===== src/rtl/ifu_pkg.sv =====
// Shared types and constants for the instruction fetch unit and its fetch queue.
package ifu_pkg;

    localparam int          MAX_XLEN         = 64;
    localparam logic [63:0] DEFAULT_RESET_PC = 64'h0000_0000_8000_0000;
    localparam logic [31:0] NOP_INSTR        = 32'h0000_0013;
    localparam logic [63:0] PC_STEP          = 64'd4;

    // Queue entries carry a full-width PC; narrower cores use the low XLEN bits.
    typedef struct packed {
        logic [MAX_XLEN-1:0] pc;
        logic [31:0]         instr;
    } fq_entry_t;

endpackage


===== src/rtl/ifu_fq_if.sv =====
// Memory-port and decode-port handshakes of the fetch unit; master is the IFU side.
interface ifu_fq_if #(
    parameter int XLEN = 64
);
    logic            imem_req_valid;
    logic            imem_req_ready;
    logic [XLEN-1:0] imem_req_addr;
    logic            imem_rsp_valid;
    logic [31:0]     imem_rsp_instr;
    logic            out_valid;
    logic            out_ready;
    logic [XLEN-1:0] out_pc;
    logic [31:0]     out_instr;
    logic [XLEN-1:0] out_snxt_pc;

    modport master (
        output imem_req_valid, imem_req_addr,
        input  imem_req_ready, imem_rsp_valid, imem_rsp_instr,
        output out_valid, out_pc, out_instr, out_snxt_pc,
        input  out_ready
    );

    modport slave (
        input  imem_req_valid, imem_req_addr,
        output imem_req_ready, imem_rsp_valid, imem_rsp_instr,
        input  out_valid, out_pc, out_instr, out_snxt_pc,
        output out_ready
    );
endinterface


===== src/rtl/ifu_fq_fifo.sv =====
// Synchronous FIFO of fetch entries; extra pointer bit distinguishes full from empty.
module ifu_fq_fifo
    import ifu_pkg::*;
#(
    parameter int DEPTH = 4
) (
    input  logic                   i_clk,
    input  logic                   i_rstn,
    input  logic                   i_push,
    input  logic                   i_pop,
    input  logic                   i_clear,
    input  fq_entry_t              i_data,
    output fq_entry_t              o_head,
    output logic                   o_full,
    output logic                   o_empty,
    output logic [$clog2(DEPTH):0] o_count
);
    localparam int          AW      = $clog2(DEPTH);
    localparam logic [AW:0] PTR_ONE = (AW+1)'(1);

    fq_entry_t   r_mem [DEPTH];
    logic [AW:0] r_wptr;
    logic [AW:0] r_rptr;
    logic        w_push;
    logic        w_pop;

    assign w_pop   = i_pop & ~o_empty;
    // A push into a full queue is legal only when the head leaves in the same cycle.
    assign w_push  = i_push & (~o_full | w_pop);
    assign o_empty = (r_wptr == r_rptr);
    assign o_full  = (r_wptr[AW] != r_rptr[AW]) && (r_wptr[AW-1:0] == r_rptr[AW-1:0]);
    assign o_count = r_wptr - r_rptr;
    assign o_head  = r_mem[r_rptr[AW-1:0]];

    // Read/write pointers with reset and flush.
    always_ff @(posedge i_clk) begin
        if (!i_rstn || i_clear) begin
            r_wptr <= '0;
            r_rptr <= '0;
        end else begin
            if (w_push) r_wptr <= r_wptr + PTR_ONE;
            if (w_pop)  r_rptr <= r_rptr + PTR_ONE;
        end
    end

    // Entry storage; contents are qualified by the pointers so no reset is needed.
    always_ff @(posedge i_clk) begin
        if (w_push) r_mem[r_wptr[AW-1:0]] <= i_data;
    end

endmodule


===== src/rtl/ifu_fq.sv =====
// Instruction fetch unit with decoupled fetch queue, credit-limited requests and redirect squash.
// Optional same-cycle response bypass to decode is enabled by defining IFU_FQ_BYPASS_EN.
module ifu_fq
    import ifu_pkg::*;
#(
    parameter int          XLEN     = 64,
    parameter logic [63:0] RESET_PC = DEFAULT_RESET_PC,
    parameter int          FQ_DEPTH = 4
) (
    input  logic                      i_clk,
    input  logic                      i_rstn,
    input  logic                      i_redirect_en,
    input  logic [XLEN-1:0]           i_redirect_pc,
    ifu_fq_if.master                  bus,
    output logic [$clog2(FQ_DEPTH):0] o_fq_count
);
    localparam int              CW     = $clog2(FQ_DEPTH) + 1;
    localparam logic [XLEN-1:0] RST_PC = RESET_PC[XLEN-1:0];
    localparam logic [XLEN-1:0] STEP   = XLEN'(PC_STEP);
    localparam logic [CW:0]     LIMIT  = (CW+1)'(FQ_DEPTH);
    localparam logic [CW-1:0]   ONE    = CW'(1);

    logic [XLEN-1:0] r_fetch_pc;
    logic [XLEN-1:0] r_rsp_pc;
    logic [CW-1:0]   r_inflight;
    logic [CW-1:0]   r_drop_cnt;

    logic [CW-1:0]   w_count;
    logic [CW:0]     w_occupancy;
    logic            w_credit;
    logic            w_req_fire;
    logic            w_rsp_fire;
    logic            w_dropping;
    logic            w_rsp_keep;
    logic            w_push;
    logic            w_pop;
    logic            w_full;
    logic            w_empty;
    logic            w_accept;
    fq_entry_t       w_wr_entry;
    fq_entry_t       w_head;
    logic [XLEN-1:0] w_out_pc;
    logic [31:0]     w_out_instr;

    // Squashed responses still occupy credit until they return.
    assign w_occupancy        = {1'b0, r_inflight} + {1'b0, w_count};
    assign w_credit           = (w_occupancy < LIMIT);
    assign bus.imem_req_valid = i_rstn & ~i_redirect_en & w_credit;
    assign bus.imem_req_addr  = r_fetch_pc;
    assign w_req_fire         = bus.imem_req_valid & bus.imem_req_ready;

    assign w_rsp_fire = bus.imem_rsp_valid;
    assign w_dropping = (r_drop_cnt != '0);
    assign w_rsp_keep = w_rsp_fire & ~w_dropping & ~i_redirect_en;
    assign w_wr_entry = '{pc: MAX_XLEN'(r_rsp_pc), instr: bus.imem_rsp_instr};
    assign w_pop      = ~w_empty & bus.out_ready & ~i_redirect_en;

`ifdef IFU_FQ_BYPASS_EN
    logic w_bypass;
    // An empty queue lets a live response go straight to decode; it is stored only if not taken.
    assign w_bypass      = w_rsp_keep & w_empty;
    assign w_accept      = w_rsp_keep & ~(w_bypass & bus.out_ready);
    assign bus.out_valid = i_rstn & (~w_empty | w_bypass);
    assign w_out_pc      = w_empty ? r_rsp_pc : w_head.pc[XLEN-1:0];
    assign w_out_instr   = w_empty ? bus.imem_rsp_instr : w_head.instr;
`else
    assign w_accept      = w_rsp_keep;
    assign bus.out_valid = i_rstn & ~w_empty;
    assign w_out_pc      = w_head.pc[XLEN-1:0];
    assign w_out_instr   = w_head.instr;
`endif

    assign w_push          = w_accept & (~w_full | w_pop);
    assign bus.out_pc      = w_out_pc;
    assign bus.out_instr   = w_out_instr;
    assign bus.out_snxt_pc = w_out_pc + STEP;
    assign o_fq_count      = w_count;

    ifu_fq_fifo #(
        .DEPTH (FQ_DEPTH)
    ) u_fifo (
        .i_clk   (i_clk),
        .i_rstn  (i_rstn),
        .i_push  (w_push),
        .i_pop   (w_pop),
        .i_clear (i_redirect_en),
        .i_data  (w_wr_entry),
        .o_head  (w_head),
        .o_full  (w_full),
        .o_empty (w_empty),
        .o_count (w_count)
    );

    // Fetch/response PCs, outstanding-request count and squash counter.
    always_ff @(posedge i_clk) begin
        if (!i_rstn) begin
            r_fetch_pc <= RST_PC;
            r_rsp_pc   <= RST_PC;
            r_inflight <= '0;
            r_drop_cnt <= '0;
        end else if (i_redirect_en) begin
            r_fetch_pc <= i_redirect_pc;
            r_rsp_pc   <= i_redirect_pc;
            r_inflight <= r_inflight - CW'(w_rsp_fire);
            r_drop_cnt <= r_inflight - CW'(w_rsp_fire);
        end else begin
            if (w_req_fire) r_fetch_pc <= r_fetch_pc + STEP;
            if (w_rsp_keep) r_rsp_pc   <= r_rsp_pc + STEP;
            r_inflight <= r_inflight + CW'(w_req_fire) - CW'(w_rsp_fire);
            if (w_rsp_fire && w_dropping) r_drop_cnt <= r_drop_cnt - ONE;
        end
    end

endmodule


===== src/flat_wrapper.sv =====
// flat-port wrapper written by rule: the top's interface ports become plain ports
module ifu_fq_flat import ifu_pkg::*;
#(
    parameter int          XLEN     = 64,
    parameter logic [63:0] RESET_PC = DEFAULT_RESET_PC,
    parameter int          FQ_DEPTH = 4
)
  (i_clk, i_rstn, i_redirect_en, i_redirect_pc, o_fq_count, bus_imem_req_valid, bus_imem_req_addr, bus_imem_req_ready, bus_imem_rsp_valid, bus_imem_rsp_instr, bus_out_valid, bus_out_pc, bus_out_instr, bus_out_snxt_pc, bus_out_ready);
  ifu_fq_if #(.XLEN(XLEN)) bus_i ();
  input  logic i_clk;
  input  logic i_rstn;
  input  logic i_redirect_en;
  input  logic [XLEN-1:0] i_redirect_pc;
  output logic [$clog2(FQ_DEPTH):0] o_fq_count;
  output wire logic [$bits(bus_i.imem_req_valid)-1:0] bus_imem_req_valid;
  output wire logic [$bits(bus_i.imem_req_addr)-1:0] bus_imem_req_addr;
  input wire logic [$bits(bus_i.imem_req_ready)-1:0] bus_imem_req_ready;
  input wire logic [$bits(bus_i.imem_rsp_valid)-1:0] bus_imem_rsp_valid;
  input wire logic [$bits(bus_i.imem_rsp_instr)-1:0] bus_imem_rsp_instr;
  output wire logic [$bits(bus_i.out_valid)-1:0] bus_out_valid;
  output wire logic [$bits(bus_i.out_pc)-1:0] bus_out_pc;
  output wire logic [$bits(bus_i.out_instr)-1:0] bus_out_instr;
  output wire logic [$bits(bus_i.out_snxt_pc)-1:0] bus_out_snxt_pc;
  input wire logic [$bits(bus_i.out_ready)-1:0] bus_out_ready;
  assign bus_imem_req_valid = bus_i.imem_req_valid;
  assign bus_imem_req_addr = bus_i.imem_req_addr;
  assign bus_i.imem_req_ready = bus_imem_req_ready;
  assign bus_i.imem_rsp_valid = bus_imem_rsp_valid;
  assign bus_i.imem_rsp_instr = bus_imem_rsp_instr;
  assign bus_out_valid = bus_i.out_valid;
  assign bus_out_pc = bus_i.out_pc;
  assign bus_out_instr = bus_i.out_instr;
  assign bus_out_snxt_pc = bus_i.out_snxt_pc;
  assign bus_i.out_ready = bus_out_ready;
  ifu_fq #(.XLEN(XLEN), .RESET_PC(RESET_PC), .FQ_DEPTH(FQ_DEPTH)) u_core (.i_clk(i_clk), .i_rstn(i_rstn), .i_redirect_en(i_redirect_en), .i_redirect_pc(i_redirect_pc), .bus(bus_i), .o_fq_count(o_fq_count));
endmodule

===== config.mk =====
export PLATFORM = sky130hd
export DESIGN_NAME = ifu_fq_flat
export DESIGN_NICKNAME = d
export VERILOG_FILES = /design/src/rtl/ifu_pkg.sv /design/src/rtl/ifu_fq_if.sv /design/src/rtl/ifu_fq_fifo.sv /design/src/rtl/ifu_fq.sv /design/src/flat_wrapper.sv
export SDC_FILE = /design/constraint.sdc
export NUM_CORES = 1
export LEC_CHECK = 0
export BUFFER_PORTS_ARGS = -buffer_cell sky130_fd_sc_hd__buf_2
export CAP_MARGIN = 5
export CORE_ASPECT_RATIO = 1.4
export CORE_UTILIZATION = 32
export DETAILED_ROUTE_END_ITERATION = 8
export GPL_TIMING_DRIVEN = 1
export SLEW_MARGIN = 0
export SYNTH_ARGS = -nofsm -noshare
export SYNTH_HDL_FRONTEND = slang
export SYNTH_SLANG_ARGS = --single-unit

===== constraint.sdc =====
create_clock -name i_clk -period 5.5 [get_ports i_clk]
set_clock_uncertainty 0.15 [all_clocks]
set_input_delay 0.55 -clock i_clk [delete_from_list [all_inputs] [get_ports i_clk]]
set_output_delay 0.55 -clock i_clk [all_outputs]
set_load 0.005 [all_outputs]

* Yosys cells after proc, flatten, opt, wreduce, memory -nomap -nowiden
Memories as Yosys holds them, arrays and structs flattened. A register that Yosys moved wholly into a read port is not among the register bits. Cells that the tools add are included.
Operators by class: $add $sub $neg 11, multipliers 0, div/mod/pow operators 0, magnitude comparators 1, eq/ne operators 3, shift-type cells 0, muxes and demuxes 11, bitwise logic cells 17, reduce and logical (&&, ||, !) cells 8
Operator list (number):
- $mux 64 | 4
- $add 64x3->64 const B | 3
- $and 1x1->1 | 11
- $mux 3 | 3
- $add 3x1->3 const B | 2
- $reduce_bool 2->1 | 3
- $sub 3x1->3 | 2
- $add 3x3->4 | 1
- $lt 4x3->1 const B | 1
- $mux 2 | 2
- $not 1->1 | 4
- $add 3x1->3 | 1
- $eq 3x3->1 | 1
- $reduce_bool 3->1 | 1
- $sub 3x1->3 const B | 1
- $sub 3x3->3 | 1
- $eq 2x2->1 | 1
- $logic_and 1x1->1 | 2
- $mux 1 | 2
- $or 1x1->1 | 2
- $logic_not 1->1 | 1
- $logic_or 1x1->1 | 1
- $ne 1x1->1 | 1
Storage, ports and cells: register bits after elaboration 140, latch bits 0, bits in writable memories 384, bits in read-only memories 0, input port bits 102, output and inout bits 229, logic and storage cells 58, memories 1
Memories:
- u_core.u_fifo.r_mem | depth 4, width 96, rd ports 1, clocked after memory_dff 1, write ports 1, RTL line ifu_fq_fifo.sv:21 | fq_entry_t r_mem [DEPTH];

* Logic depth before layout (Yosys ltp)
Gate-level depths: netlist of the first run.
word-level depth 9, mapped depth 16, gate-level depth less buffers 15

* By module
A second synthesis of the first run with hierarchy kept.
Second synthesis, totals: cells, all modules 1697, area total of the unflattened synthesis 22994.6 µm²
By module, submodules not included:
- ifu_fq_fifo | instances 1, cells each 561, area an instance 14350.0 µm², seq. area each 11691.2 µm²
- ifu_fq | instances 1, cells each 1136, area an instance 8644.5 µm², seq. area each 2682.6 µm²

* Worst setup path before layout of the first run
Ideal clock, no wire load.
path type register to register, start point register u_core.u_fifo.r_wptr[0], end point memory u_core.u_fifo.r_mem[3][0] (netlist bit) (enable), setup time 0.467 ns, data arrival time 3.738 ns, data required time 4.883 ns, setup slack 1.145 ns, cell stages (with the launch flop) 7, path buffers 0, clock period less this slack 4.355 ns, path through dfxtp_1 inv_1 ha_1 nand2_1 nor2_1 a211oi_1 and2_1
Between the ends: longest elaborated chain between the ends 9, elaborated cells on any way between the ends 14, those cells by class eq/ne: 2; mux: 2; bitwise: 9; reduce/logical: 1
Ends and longest elaborated chain:
- from (decl) | RTL line ifu_fq_fifo.sv:22 | logic [AW:0] r_wptr;
- from (signal assigned) | RTL line ifu_fq_fifo.sv:41 | if (w_push) r_wptr <= r_wptr + PTR_ONE;
- $eq 3x3->1 | RTL line ifu_fq_fifo.sv:30 | assign o_empty = (r_wptr == r_rptr);
- $not 1->1 | RTL line ifu_fq_fifo.sv:27, ifu_fq.sv:56
- $and 1x1->1 (2 in a row) | RTL line ifu_fq.sv:56 | assign w_pop = ~w_empty & bus.out_ready & ~i_redirect_en;
- $or 1x1->1 or $and 1x1->1 (tied branches) | RTL line ifu_fq.sv:73, ifu_fq_fifo.sv:27
- $and 1x1->1 or $or 1x1->1 (tied branches) | RTL line ifu_fq.sv:73, ifu_fq_fifo.sv:29
- $and 1x1->1 | RTL line ifu_fq_fifo.sv:29 | assign w_push = i_push & (~o_full | w_pop);
- $mux 1 | RTL line ifu_fq_fifo.sv:48 | if (w_push) r_mem[r_wptr[AW-1:0]] <= i_data;
- $mux 1 (not written as such) | RTL line ifu_fq_fifo.sv:48
- to (decl) | RTL line ifu_fq_fifo.sv:21
Several ways; a longest one is shown, not always the timed one.

==> results.tsv, run 1 <==
stage	metric	value	unit
clock_network	htree_levels	2	
final_layout	nNetsFinal	2162	
final_layout	nFillCells	6675	
global_route	gr-total-overflow	0	
final_layout	multi_input_area	0.00809	mm^2
global_route	grt_max_degree	97	
critical_path	worst-setup-path-type	flop to primary output	
critical_path	worst-endpoint-arrival	4.36	ns
critical_path	critPathLaunchType	flop	
pwr	power_density	324	mW/mm^2
floorplanning	core	0.0706	mm^2
clock_network	cts_max_path_buffers	3	
min_path	hold_class	input pin to flop	
final_layout	seq_area	0.0144	mm^2
timing	finalCriticalPeriod	5.06	ns
global_route	grt.total_usage	18.0	%
critical_path	cp_cell_sequence	buf_4 -> mux4_2 -> nand4_1 -> nor4_1 -> nand4_2 -> nor3_1 -> xnor2_1 -> buf_2	
timing	setup_slack	0.440	ns
critical_path	r2r_slack	1.65	ns
placement	hpwlAfterDp	47600	um
floorplanning	start_util	32.5	%
synth	ys_async_sr_fraction	0	%
run	maxCapViolations	0	
clock_network	root_buffer	clkbuf_16	
synth	synth.largest_area_cell	edfxtp_1	
critical_path	worstReg2RegEnd	u_core.bus.imem_req_addr[62]	
detailed_routing	post_drt_wl_per_cell	22.1	um
synth	synth_top_area_share	50.2	%
timing	fin_crit_sh	92.0	%
placement	dp.cells	2891	
global_route	antenna_found_initial	0	
clock_network	cts.sinks	526	
synth	yosysSeqAreaShare	62.6	%
clock_network	post_cts_buffers	0	
placement	place_ws	0.904	ns
min_path	min_to	u_core.u_fifo.r_mem[2][14]	
synth	syn_area	0.0230	mm^2
synth	synth-edff-count	384	
floorplanning	io_pins	331	
timing	fmaxAchievable	198	MHz
detailed_routing	via_per_inst	5.20	
final_layout	area_growth	21.1	%
critical_path	worst_path_largest_cell_delay	0.89	ns
synth	syn_avg_cell_area	13.7	um^2
clock_network	cts_buffers	53	
timing	drv_slew	0	
run_status	status	finished, final reports clean	
timing	finalSetupViolCount	0	
timing	setup_tns	0	ns
detailed_routing	drtPass1Iterations	5	
placement	gp_congestion	0.909	
final_layout	instances_no_fill	3019	
synth	yosysMostFrequentCell	edfxtp_1	
min_path	min-delay-start	bus_imem_rsp_instr[14]	
clock_network	clk_transition_reported_paths	0.06	ns
detailed_routing	drt_iter0_markers	959	
placement	portBuffers	330	
critical_path	cp.required	4.80	ns
synth	synth_ff_type	edfxtp_1	
synth	ys_top_cells_by_area	edfxtp_1 50%, dfxtp_1 12%, mux4_2 9.4%	
floorplanning	fp.dieH	319	um
floorplanning	rows	115	
global_route	grt_pass1_wl	99200	um
pwr	leakage	9.55	nW
clock_network	tritoncts	built	
pwr	peakVddDrop	0.256	mV
final_layout	drive_above_1_share	27.8	%
detailed_routing	drc	0	
floorplanning	die_w	228	um
clock_network	insertion_delay	0.61	ns
synth	synthTopCellsByCount	384 x edfxtp_1, 142 x dfxtp_1, 115 x nand2_1	
critical_path	r2r_cells	13	
timing	relSlewSlack	25.2	%
detailed_routing	wl	66800	um
global_route	grt_pass1_vias	15700	
critical_path	cp_slowest_cell	nor4_1	
floorplanning	die_area	0.0728	mm^2
min_path	holdPathStages	1	
synth	synth_cells	1677	
timing	rsz0062_at_grt	false	
detailed_routing	via_count	15700	
synth	yosys_warnings	0	
critical_path	worstPathMaxFanout	22	
timing	whs	0.0429	ns
synth	synth_nets	1799	
synth	synth-seq-cells	526	
synth	synthDistinctLibCells	67	
critical_path	critPathCaptureType	primary output	
timing	worst_pin_slew	1.12	ns
critical_path	r2r-start	u_core.u_fifo.r_wptr[0]	
timing	hold_violations	0	
detailed_routing	antenna_left	0	
[power by group]
part           total, mW  leakage, nW  internal [mW]  switching, mW
clock network       3.84        0.887           2.27           1.57
registers           4.53         4.69           4.38          0.147
logic              0.644         3.97          0.272          0.372
[timing repair]
item / in CTS / in global routing
hold endpoints to repair: 116 / 0
gates resized for setup: 0 / 0
hold buffers: 30 / 0
[how the worst max path moves through the flow]
stage                                 to  slack, ns  cells after the start                    start
2_1_floorplan  u_core.u_fifo.r_mem[3][0]       1.14                      6  u_core.u_fifo.r_wptr[0]
5_1_grt              bus_out_snxt_pc[57]       0.06                      8                     flop
6_report             bus_out_snxt_pc[57]       0.44                      8                     flop
4_1_cts              bus_out_snxt_pc[57]       0.24                      8                     flop
3_5_place_dp         bus_out_snxt_pc[57]       0.90                      8                     flop
3_3_place_gp         bus_out_snxt_pc[57]       0.96                      8                     flop
[worst max-delay path, delay by kind of cell (launching register included)]
| family | cells | cell delay [ns] |
|---|---|---|
| and+or+nand+nor | 4 | 2.10 |
| muxes | 1 | 0.34 |
| xor gates and xnor gates | 1 | 0.17 |
| DFF | 1 | 0.65 |
| buffers and inverters | 2 | 0.48 |
[cell usage in the layout (no fill, tap or decap), types with 6 or more instances in the layout]
cell,count
edfxtp_1,384
buf_2,330
dfxtp_1,140
nand2_1,115
a21oi_1,104
mux4_2,96
o21ai_0,88
nor2_1,87
xnor2_1,81
xor2_1,68
nand3_1,64
nand4_1,63
clkbuf_16,55
nor3_1,36
inv_1,32
dlygate4sd3_1,30
a31oi_1,23
buf_4,23
and4_1,22
nor4_1,22
and2_1,19
and3_1,18
ha_1,18
or3_1,12
bufinv_16,9
clkbuf_1,8
a211oi_1,7
mux2_2,7
inv_6,6
clkinv_1,6
[cells by family (layout without fill, tap and decap cells)]
| family | after synthesis | after routing | share of synthesized area (%) |
|---|---|---|---|
| adder cells (fa/ha/maj) | 20 | 20 | 1.16 |
| flip-flops | 526 | 526 | 62.6 |
| AO/OA/AOI/OAI | 249 | 249 | 6.03 |
| AND/OR/NAND/NOR | 515 | 515 | 12.4 |
| multiplexers | 106 | 106 | 9.89 |
| XOR/XNOR | 149 | 149 | 5.68 |
| buffers and inverters | 112 | 517 | 2.19 |
| other | 0 | 1 | 0 |
[state kept, by name (all words and copies together) (netlist names), named ones only]
| register | count |
|---|---|
| u_core.r_rsp_pc | 64 |
| u_core.r_inflight | 3 |
| u_core.bus.imem_req_addr | 64 |
| u_core.u_fifo.r_mem | 384 |
| u_core.u_fifo.r_wptr | 3 |
| u_core.u_fifo.r_rptr | 3 |
| u_core.r_drop_cnt | 3 |
[metrics by stage]
| stage | power, mW | utilization, % | instance area [um^2] |
|---|---|---|---|
| 3_5_place_dp | 5.25 | 36.3 | 25700 |
| 3_3_place_gp | 5.23 | 36.3 | 25700 |
| 4_1_cts | 9.11 | 39.4 | 27800 |
| 5_1_grt | 9.32 | 39.4 | 27800 |
| 6_report | 9.01 | 39.4 | 27800 |
| 2_1_floorplan | 4.90 | - | 23000 |
[routing by layer]
| layer | track usage (%) | routed length [um] | vias up |
|---|---|---|---|
| li1 | - | - | 7176 |
| met1 | 23.2 | 28200 | 7851 |
| met2 | 30.6 | 32600 | 576 |
| met3 | 2.48 | 3560 | 100 |
| met4 | 6.96 | 2380 | 0 |
| met5 | 0 | 0 | - |
[layout make-up]
cell class                 count  share of cell area (%)
multi-input combinational   1039                    29.1
clock buffer                  64                    5.11
inverter                      34                   0.468
tap                          936                    4.21
antenna                        1                 0.00900
timing repair buffer         386                    7.86
clock inverter                33                    1.52
sequential                   526                    51.7
(Power assumes the default switching activity.)
==> inputs of run 2 (changes only) <==
- clock period: 5.5 -> 5.7 ns (I/O delays scaled with it)
==> run 2 against run 1 <==
Net effect:
- hold slack about the same
- clock power down 2%
- flip-flop and latch count unchanged
- largest cell class unchanged
- sequential share of layout area up 0.39 points
- cell area down 0.75%
- first-iteration DRC count down 1.6%
==> results.tsv, run 2 (synthesized netlist as in run 1, its figures left out) <==
stage	metric	value	unit	change
run_status	status	finished, final reports clean		
detailed_routing	drc	0		unchanged
detailed_routing	antenna_left	0		unchanged
critical_path	worst_path_largest_cell_delay	1.00	ns	+0.11 ns
critical_path	worstReg2RegEnd	u_core.bus.imem_req_addr[60]		
pwr	peakVddDrop	0.246	mV	-3.7%
floorplanning	start_util	32.5	%	unchanged
placement	gp_congestion	0.890		-2.2%
timing	fmaxAchievable	197	MHz	
clock_network	htree_levels	2		unchanged
critical_path	worst-setup-path-type	flop to primary output		
pwr	p_clk_share	43.1	%	+0.5 points
pwr	power_density	318	mW/mm^2	-2.0%
floorplanning	die_area	0.0728	mm^2	unchanged
global_route	globalRouteMet2Util	30.5	%	-0.068 points
floorplanning	fp.dieH	319	um	unchanged
critical_path	cp_slowest_cell	nor4_1		
critical_path	cp_cell_sequence	mux4_2 -> nand4_1 -> nor4_1 -> nand4_2 -> nor3_1 -> xor2_1 -> buf_2		
floorplanning	rows	115		unchanged
timing	finalCriticalPeriod	5.09	ns	
placement	portBuffers	330		unchanged
detailed_routing	post_drt_wl_per_cell	22.3	um	+0.93%
final_layout	nFillCells	6697		+0.33%
clock_network	cts_max_path_buffers	3		unchanged
pwr	leakage	9.46	nW	-0.98%
placement	hpwlAfterDp	47300	um	-0.61%
critical_path	critPathLaunchType	flop		
clock_network	ctsResizeCount	0		unchanged
timing	relSlewSlack	21.7	%	-3.5 points
critical_path	r2r_cells	14		+1
critical_path	r2r-start	u_core.u_fifo.r_wptr[0]		
final_layout	final_common_cell	edfxtp_1		
clock_network	cts_buffers	53		unchanged
detailed_routing	wl	66800	um	about the same
critical_path	worstPathMaxFanout	50		+130%
clock_network	cts.sinks	526		unchanged
min_path	min-delay-start	bus_imem_rsp_instr[26]		
placement	dpl_cell_area	0.0257	mm^2	about the same
floorplanning	io_pins	331		unchanged
timing	rsz0062_at_grt	false		
min_path	hold_class	input pin to flop		
timing	finalSetupViolCount	0		unchanged
critical_path	worst-endpoint-arrival	4.37	ns	about the same
global_route	grt_max_degree	98		+1.0%
timing	fin_crit_sh	89.3	%	
final_layout	drive_above_1_share	28.2	%	+0.40 points
pwr	internal_power	6.72	mW	-3.0%
final_layout	multi_input_area	0.00809	mm^2	unchanged
critical_path	r2r_slack	1.79	ns	+0.14 ns
floorplanning	die_w	228	um	unchanged
clock_network	root_buffer	clkbuf_16		
critical_path	cp.required	4.98	ns	+0.18 ns
run	maxCapViolations	0		unchanged
global_route	grt.total_usage	18.1	%	+0.13 points
final_layout	nNetsFinal	2136		-1.2%
global_route	antenna_found_initial	0		unchanged
clock_network	clk_transition_reported_paths	0.06	ns	about the same
detailed_routing	via_count	15700		-0.025%
floorplanning	core	0.0706	mm^2	unchanged
pwr	switchingPower	2.05	mW	-1.8%
global_route	gr-total-overflow	0		unchanged
global_route	grt_pass1_wl	100000	um	+0.84%
pwr	p_comb_share	7.0	%	about the same
final_layout	seq_area	0.0144	mm^2	unchanged
critical_path	critPathCaptureType	primary output		
global_route	grtUsageMet1	23.3	%	+0.13 points
timing	setup_tns	0	ns	unchanged
pwr	pwr-share-seq	49.9	%	-0.4 points
clock_network	tritoncts	built		
timing	worst_pin_slew	1.16	ns	+0.0448 ns
detailed_routing	drtPass1Iterations	4		-1
global_route	grt_pass1_vias	15900		+0.92%
final_layout	area_growth	20.2	%	
min_path	holdPathStages	1		unchanged
min_path	min_to	u_core.u_fifo.r_mem[2][26]		
global_route	busiest_layer	met2		
detailed_routing	via_per_inst	5.25		+0.84%
pwr	swShare	23.4	%	+0.22 points
timing	drv_slew	0		unchanged
final_layout	final_area	0.0276	mm^2	-0.75%
final_layout	final_core_util	39.1	%	-0.30 points
clock_network	insertion_delay	0.62	ns	about the same
timing	hold_violations	0		unchanged
final_layout	layout_common_cells	384 x edfxtp_1, 330 x buf_2, 140 x dfxtp_1, 115 x nand2_1, 104 x a21oi_1		
detailed_routing	drt_iter0_markers	944		-1.6%
global_route	use_met3	2.88	%	+0.40 points
final_layout	largest_register_ffs	384		unchanged
## run 2: cell count changes in the layout (fill, tap and decap cells not counted), sizes merged
cell,before,now
dlygate4sd3,30,6
inv,40,39
clkbuf,64,60
buf,356,354
clkinv,13,15
clkinvlp,5,6
bufinv,9,11
## run 2: layer usage
| layer | part of all wire [%] | up-vias |
|---|---|---|
| li1 | - | 7124 |
| met1 | 42 | 7879 |
| met2 | 48 | 574 |
| met3 | 5.7 | 122 |
| met4 | 3.6 | 0 |
| met5 | 0 | - |
## run 2: how the worst max path moves through the flow
stage	startpoint	slack [ns]	endpoint
floorplan	u_core.u_fifo.r_wptr[0]	1.34	u_core.u_fifo.r_mem[3][0]
global placement	flop	1.09	bus_out_snxt_pc[63]
detailed placement	flop	0.97	bus_out_snxt_pc[51]
CTS	flop	0.30	bus_out_snxt_pc[51]
global route	flop	0.25	bus_out_snxt_pc[51]
finish	flop	0.61	bus_out_snxt_pc[51]
## run 2: critical path, delay by kind of cell, from the launching register on
kind	cells	cell delay (ns)
buffers and inverters	1	0.15
XOR/XNOR	1	0.20
multiplexers	1	0.42
flip-flops	1	0.81
AND/OR/NAND/NOR	4	2.12
## run 2: repair_timing
item,in CTS,in global routing
setup buffers,0,0
hold endpoints to repair,18,0
hold buffers,6,0
## run 2: area by class of cell
class / instances / area share, %
diodes: 1 / 0.00907
clock buffers: 60 / 4.94
clock inverters: 37 / 1.86
inverters: 34 / 0.472
multi-input cells: 1039 / 29.3
flip-flops and latches: 526 / 52.1
well taps: 936 / 4.24
repair buffers: 360 / 7.04
## run 2: per-stage QoR
step	hold WS, ns	worst slack (ns)	power [mW]	std cells
global placement	0.309	1.09	5.04	2889
finish	0.0429	0.611	8.76	2993
detailed placement	0.316	0.969	5.07	2889
floorplan	0.303	1.34	4.73	1677
global route	0.0131	0.246	9.06	2992
CTS	0.0000814	0.299	8.87	2992
## run 2: power groups by stage
stage	registers, mW	clock network, mW	logic, mW
after global placement	4.44	0	0.602
after CTS	4.37	3.88	0.619
after detailed placement	4.45	0	0.612
after floorplan	4.40	0	0.329
final	4.37	3.78	0.610
after global routing	4.39	4.00	0.667
